==> src/rtl/mux_cfg_pkg.sv <==
// Shared constants and types for the mux configuration command controller.
package mux_cfg_pkg;

    localparam logic [7:0] OP_SET    = 8'h01;
    localparam logic [7:0] OP_DIS    = 8'h02;
    localparam logic [7:0] OP_COMMIT = 8'h03;
    localparam logic [7:0] OP_CLEAR  = 8'h04;

    localparam logic [1:0] ERR_NONE    = 2'd0;
    localparam logic [1:0] ERR_OPCODE  = 2'd1;
    localparam logic [1:0] ERR_RANGE   = 2'd2;
    localparam logic [1:0] ERR_TIMEOUT = 2'd3;

    typedef enum logic [1:0] {
        StIdle,
        StArg0,
        StArg1,
        StExec
    } cfg_state_e;

    function automatic logic is_known_op(logic [7:0] op);
        return (op == OP_SET) || (op == OP_DIS) || (op == OP_COMMIT) || (op == OP_CLEAR);
    endfunction

endpackage

==> src/rtl/mux_cfg_timeout.sv <==
// Idle counter for byte-stream front ends: counts while enabled, clears on demand,
// flags the cycle in which the Limit-th consecutive idle cycle is reached.
module mux_cfg_timeout #(
    parameter int unsigned Limit = 1000
) (
    input  logic clk_i,
    input  logic rst_ni,
    input  logic clear_i,
    input  logic count_i,
    output logic expire_o
);

    localparam int unsigned CntW = (Limit > 1) ? $clog2(Limit) : 1;

    logic [CntW-1:0] cnt_q, cnt_d;

    always_comb begin
        cnt_d = cnt_q;
        if (clear_i) begin
            cnt_d = '0;
        end else if (count_i) begin
            cnt_d = cnt_q + CntW'(1);
        end
    end

    always_ff @(posedge clk_i or negedge rst_ni) begin
        if (!rst_ni) begin
            cnt_q <= '0;
        end else begin
            cnt_q <= cnt_d;
        end
    end

    // Limit of 0 disables expiry entirely.
    assign expire_o = (Limit != 0) && count_i && !clear_i && (cnt_q == CntW'(Limit - 1));

endmodule

==> src/rtl/mux_config_ctrl.sv <==
// Byte-stream command controller that edits a shadow mux configuration and
// commits it atomically to the live selector/enable outputs.
module mux_config_ctrl
    import mux_cfg_pkg::*;
#(
    parameter int unsigned INPUT_COUNT    = 16,
    parameter int unsigned OUTPUT_COUNT   = 16,
    parameter int unsigned TIMEOUT_CYCLES = 1000,
    localparam int unsigned SEL_WIDTH     = $clog2(INPUT_COUNT)
) (
    input  logic                              clk,
    input  logic                              rst_n,
    input  logic [7:0]                        in_data,
    input  logic                              in_valid,
    output logic                              in_ready,
    output logic [SEL_WIDTH*OUTPUT_COUNT-1:0] selectors,
    output logic [OUTPUT_COUNT-1:0]           enabled_out,
    output logic                              cmd_done,
    output logic                              cmd_err,
    output logic [1:0]                        err_code,
    output logic                              dirty
);

    localparam int unsigned SelBits = SEL_WIDTH * OUTPUT_COUNT;

    cfg_state_e state_q, state_d;
    logic [7:0] op_q, op_d;
    logic [7:0] arg_o_q, arg_o_d;
    logic [7:0] arg_s_q, arg_s_d;
    logic [1:0] pend_err_q, pend_err_d;

    logic [SelBits-1:0]      shadow_sel_q, shadow_sel_d;
    logic [OUTPUT_COUNT-1:0] shadow_en_q, shadow_en_d;
    logic [SelBits-1:0]      live_sel_q, live_sel_d;
    logic [OUTPUT_COUNT-1:0] live_en_q, live_en_d;

    logic       cmd_done_q, cmd_done_d;
    logic       cmd_err_q, cmd_err_d;
    logic [1:0] err_code_q, err_code_d;

    logic accept, in_arg, expire, o_ok, s_ok;

    assign in_ready = (state_q != StExec);
    assign accept   = in_valid && in_ready;
    assign in_arg   = (state_q == StArg0) || (state_q == StArg1);
    assign o_ok     = {24'd0, arg_o_q} < OUTPUT_COUNT;
    assign s_ok     = {24'd0, arg_s_q} < INPUT_COUNT;

    mux_cfg_timeout #(
        .Limit(TIMEOUT_CYCLES)
    ) u_timeout (
        .clk_i   (clk),
        .rst_ni  (rst_n),
        .clear_i (accept || !in_arg),
        .count_i (in_arg && !accept),
        .expire_o(expire)
    );

    always_comb begin
        state_d      = state_q;
        op_d         = op_q;
        arg_o_d      = arg_o_q;
        arg_s_d      = arg_s_q;
        pend_err_d   = pend_err_q;
        shadow_sel_d = shadow_sel_q;
        shadow_en_d  = shadow_en_q;
        live_sel_d   = live_sel_q;
        live_en_d    = live_en_q;
        cmd_done_d   = 1'b0;
        cmd_err_d    = 1'b0;
        err_code_d   = ERR_NONE;

        unique case (state_q)
            StIdle: begin
                if (accept) begin
                    op_d       = in_data;
                    pend_err_d = is_known_op(in_data) ? ERR_NONE : ERR_OPCODE;
                    state_d    = (in_data == OP_SET || in_data == OP_DIS) ? StArg0 : StExec;
                end
            end
            StArg0: begin
                if (accept) begin
                    arg_o_d = in_data;
                    state_d = (op_q == OP_SET) ? StArg1 : StExec;
                end else if (expire) begin
                    pend_err_d = ERR_TIMEOUT;
                    state_d    = StExec;
                end
            end
            StArg1: begin
                if (accept) begin
                    arg_s_d = in_data;
                    state_d = StExec;
                end else if (expire) begin
                    pend_err_d = ERR_TIMEOUT;
                    state_d    = StExec;
                end
            end
            StExec: begin
                state_d = StIdle;
                if (pend_err_q != ERR_NONE) begin
                    cmd_err_d  = 1'b1;
                    err_code_d = pend_err_q;
                end else begin
                    case (op_q)
                        OP_SET: begin
                            if (o_ok && s_ok) begin
                                for (int unsigned i = 0; i < OUTPUT_COUNT; i++) begin
                                    if ({24'd0, arg_o_q} == i) begin
                                        shadow_sel_d[i*SEL_WIDTH +: SEL_WIDTH] =
                                            arg_s_q[SEL_WIDTH-1:0];
                                        shadow_en_d[i] = 1'b1;
                                    end
                                end
                                cmd_done_d = 1'b1;
                            end else begin
                                cmd_err_d  = 1'b1;
                                err_code_d = ERR_RANGE;
                            end
                        end
                        OP_DIS: begin
                            if (o_ok) begin
                                for (int unsigned i = 0; i < OUTPUT_COUNT; i++) begin
                                    if ({24'd0, arg_o_q} == i) begin
                                        shadow_en_d[i] = 1'b0;
                                    end
                                end
                                cmd_done_d = 1'b1;
                            end else begin
                                cmd_err_d  = 1'b1;
                                err_code_d = ERR_RANGE;
                            end
                        end
                        OP_COMMIT: begin
                            live_sel_d = shadow_sel_q;
                            live_en_d  = shadow_en_q;
                            cmd_done_d = 1'b1;
                        end
                        OP_CLEAR: begin
                            shadow_sel_d = '0;
                            shadow_en_d  = '0;
                            cmd_done_d   = 1'b1;
                        end
                        default: begin
                            cmd_err_d  = 1'b1;
                            err_code_d = ERR_OPCODE;
                        end
                    endcase
                end
            end
        endcase
    end

    always_ff @(posedge clk or negedge rst_n) begin
        if (!rst_n) begin
            state_q      <= StIdle;
            op_q         <= '0;
            arg_o_q      <= '0;
            arg_s_q      <= '0;
            pend_err_q   <= ERR_NONE;
            shadow_sel_q <= '0;
            shadow_en_q  <= '0;
            live_sel_q   <= '0;
            live_en_q    <= '0;
            cmd_done_q   <= 1'b0;
            cmd_err_q    <= 1'b0;
            err_code_q   <= ERR_NONE;
        end else begin
            state_q      <= state_d;
            op_q         <= op_d;
            arg_o_q      <= arg_o_d;
            arg_s_q      <= arg_s_d;
            pend_err_q   <= pend_err_d;
            shadow_sel_q <= shadow_sel_d;
            shadow_en_q  <= shadow_en_d;
            live_sel_q   <= live_sel_d;
            live_en_q    <= live_en_d;
            cmd_done_q   <= cmd_done_d;
            cmd_err_q    <= cmd_err_d;
            err_code_q   <= err_code_d;
        end
    end

    assign selectors   = live_sel_q;
    assign enabled_out = live_en_q;
    assign cmd_done    = cmd_done_q;
    assign cmd_err     = cmd_err_q;
    assign err_code    = err_code_q;
    // Identical rewrites leave shadow == live, so dirty stays low.
    assign dirty       = (shadow_sel_q != live_sel_q) || (shadow_en_q != live_en_q);

endmodule

==> config.mk <==
export PLATFORM = sky130hd
export DESIGN_NAME = mux_config_ctrl
export DESIGN_NICKNAME = d
export VERILOG_FILES = /design/src/rtl/mux_cfg_pkg.sv /design/src/rtl/mux_cfg_timeout.sv /design/src/rtl/mux_config_ctrl.sv
export SDC_FILE = /design/constraint.sdc
export NUM_CORES = 1
export LEC_CHECK = 0
export CELL_PAD_IN_SITES_DETAIL_PLACEMENT = 1
export CELL_PAD_IN_SITES_GLOBAL_PLACEMENT = 2
export CORE_ASPECT_RATIO = 0.6
export CORE_MARGIN = 5
export CORE_UTILIZATION = 40
export DETAILED_ROUTE_END_ITERATION = 8
export PLACE_DENSITY_LB_ADDON = 0.05
export SLEW_MARGIN = 5
export SYNTH_ARGS = -nofsm -noshare
export SYNTH_HDL_FRONTEND = slang
export SYNTH_SLANG_ARGS = --single-unit
==> constraint.sdc <==
create_clock -name clk -period 3.8 [get_ports clk]
set_input_delay 0.76 -clock clk [delete_from_list [all_inputs] [get_ports clk]]
set_output_delay 0.76 -clock clk [all_outputs]
set_load 0.05 [all_outputs]
==> run_results.csv <==
group,metric,value,unit
clock_tree,cts_htree_levels,1,
critical_path,rr_startpoint,"state_q[1]",
grt,grt_max_degree,84,
critical_path,cp.arrival,2540,ps
synthesis,netlist_instances,712,
placement,port_buffers,96,
critical_path,cp.required,3040,ps
floorplanning,core_area,23190,sq um
synthesis,ys_seq_elements,202,
synthesis,synth_edf_count,0,
floorplanning,io_pins,97,
grt,grt_pass1_wl,39.52,mm
synthesis,ys_seq_area_share,53.34,%
final_layout,area_delta_synth_final,20.93,%
detailed_routing,detail_route.wl_per_cell,22.15,microns
clock_tree,path_clk_slew,60,ps
timing,worst_pin_slew,1156,ps
synthesis,synth.avg_cell_area,13.31,sq um
synthesis,yosysMostFrequentCell,"dfrtp_1",
timing,whs,260.9,ps
floorplanning,start_util,40.87,%
timing,fmaxAchievable,303.0,MHz
detailed_routing,detail_route.first_pass.iterations,4,
grt,gr-usage-all-layers,18.65,%
clock_tree,clk_latency,490,ps
critical_path,cp-end-kind,"output pin",
final_layout,drive_gt1_share,30.91,%
floorplanning,die_h,129.2,microns
synthesis,yosysUniqueCellTypes,48,
floorplanning,die-area,26970,sq um
synthesis,synth_top_area_cell,"dfrtp_1",
synthesis,synth_common_cells,"202 x dfrtp_1, 151 x mux2_2, 54 x xor2_1",
synthesis,yosysWarnings,0,
critical_path,crit_chain,"xor2_1, nor4_1, nand4_1, nor3_1, nand3_1, dlymetal6s2s_1",
synthesis,synth_area_leaders,"dfrtp_1 53%, mux2_2 18%, mux2_4 5.1%, xor2_1 5.0%, xnor2_1 3.3%",
pwr,powerDensity,569.3,nW/um^2
critical_path,start_kind,"flop",
timing,finalSetupTns,0,ps
clock_tree,cts_tree,"built",
synthesis,syn-cell-area,9477,sq um
final_layout,fin_nets,829,
grt,grt_pass1_vias,6401,
synthesis,synthFlopType,"dfrtp_1",
timing,post-route-min-period,3301,ps
grt,grt_overflow,0,
synthesis,synth_top_area_share,53.34,%
floorplanning,die_w,208.7,microns
critical_path,critPathKind,"flop to output pin",
floorplanning,num_rows,43,
placement,globalplace.congestion,0.7668,
synthesis,synth-async-reset-ratio,100.0,%
detailed_routing,drcViolationCount,0,
clock_tree,cts_sinks,202,
run,maxCapViolations,0,
critical_path,cp_top_family,"simple AND/OR/NAND/NOR gates",
timing,skew,10.49,ps
critical_path,crit_buf_inv,1,
critical_path,cp_slowest_cell,"nor4_1",
timing,setup_viol,0,
detailed_routing,routed_wl,25.25,mm
critical_path,crit_fanout,3,
clock_tree,cts_root_buffer,"clkbuf_16",
grt,antenna_found_initial,0,
detailed_routing,drt_iter0_markers,270,
timing,hold_viol,0,
clock_tree,clock_path_buffers,3,
clock_tree,numCtsBuffers,21,
hold_path,hold_class,"input pin to async pin",
placement,dp_hpwl,17.97,mm
detailed_routing,vias,5965,
pwr,p_leak,5.440,nW
status,status,"complete, no violations",
pwr,ir_drop,0.0003005,V
timing,slew_headroom,22.95,%
critical_path,critPathMaxStageDelay,450,ps
timing,fin_crit_sh,86.86,%
timing,slew_violations,0,
critical_path,cp-startpoint,"enabled_out[11]",
timing,rsz0062_at_grt,"false",
detailed_routing,via_per_inst,5.232,
final_layout,num_antenna_cells,0,
synthesis,synth_nets,728,
detailed_routing,ant_nets,0,
[registers in the layout, indices dropped and copies added (netlist names)]
| name | cells |
|---|---|
| selectors | 64 |
| shadow_sel_q | 64 |
| enabled_out | 16 |
| shadow_en_q | 16 |
| u_timeout.cnt_q | 10 |
| arg_o_q | 8 |
| arg_s_q | 8 |
| op_q | 8 |
| err_code | 2 |
| pend_err_q | 2 |
| state_q | 2 |
| cmd_done | 1 |
| cmd_err | 1 |
[cell usage in the layout (no fill, tap or decap), types with 4 or more instances in the layout]
cell type and n:
a21oi_1 12, a21oi_2 8, a31oi_1 11, and3_1 4
buf_4 8, clkbuf_1 6, clkbuf_16 21, clkdlybuf4s50_1 94
dfrtp_1 202, ha_1 5, inv_1 5, mux2_2 151
mux2_4 32, nand2_1 16, nand2b_1 4, nand3_1 9
nand4_1 12, nor2_1 32, nor2_4 8, nor2b_2 4
nor3_1 9, nor4_1 18, o21ai_0 11, or3_1 4
xnor2_1 36, xor2_1 54
[cell families after synthesis]
group,Yosys count,share of synthesized area [%]
multiplexers,183,23.01
AND/OR/NAND/NOR,142,8.952
XOR/XNOR,90,8.318
buffers and inverters,32,1.532
adder cells (fa/ha/maj),5,0.6602
AO/OA/AOI/OAI,58,4.185
flip-flops,202,53.34
[worst register-to-register path, delay by kind of cell, from the launching register on]
family          cells  cell delay, ps
flops               1             420
mux                 1             400
fa+ha+maj           1             280
simple gates        3            1380
compound gates      1             470
[final cells by class]
| class | instances | area [sq um] |
|---|---|---|
| sequential | 202 | 5055 |
| inverter | 5 | 18.77 |
| clock inverter | 6 | 82.58 |
| clock buffer | 29 | 575.6 |
| fill | 2313 | 11730 |
| timing repair buffer | 105 | 1047 |
| multi-input combinational | 478 | 4287 |
| tap | 315 | 394.1 |
[metal layers]
| layer | vias up | track usage, % | wire length, microns |
|---|---|---|---|
| li1 | 2733 | - | - |
| met1 | 3117 | 29.54 | 13440 |
| met2 | 91 | 26.83 | 10320 |
| met3 | 24 | 4.065 | 1204 |
| met4 | 0 | 2.454 | 287 |
| met5 | - | 0 | 0 |
[power breakdown]
group / total (W) / internal [W] / switching, W
sequential: 0.00275 / 0.00243 / 0.000319
clock: 0.00202 / 0.00119 / 0.000829
combinational: 0.00175 / 0.000688 / 0.00107
total: 0.00652 / 0.00431 / 0.00221
[per-stage QoR]
stage	utilization (%)	power, W	std cells	area (sq um)	setup slack (ps)
final	49.42	0.006524	1140	11460	499.3
after global placement	46.57	0.004493	1105	10800	658.4
after CTS	49.41	0.006611	1140	11460	39.67
after detailed placement	46.57	0.004555	1105	10800	582.7
after global routing	49.42	0.006863	1140	11460	380.1
after floorplan	-	0.003876	712	9477	1283
[path summary, 6_finish.rpt]
| kind | end | slack, ps | cells past startpoint |
|---|---|---|---|
| worst max-delay path | dirty | 500 | 6 |
| worst max register to register | shadow_sel_q[1] | 740 | 6 |
| min in group clk | u_timeout.cnt_q[0] | 500 | 1 |
| worst min register to register | u_timeout.cnt_q[0] | 500 | 1 |
| max in group asynchronous | enabled_out[14] | 2680 | 2 |
| worst min-delay path | shadow_en_q[13] | 260 | 1 |
[what timing repair did]
action | CTS | global route
gates resized for setup | 0 | 1
setup endpoints to repair | 0 | 1
hold buffers | 0 | 0
endpoints found under the hold margin | 0 | 0
buffers inserted | 0 | 0
(Power assumes the default switching activity.)
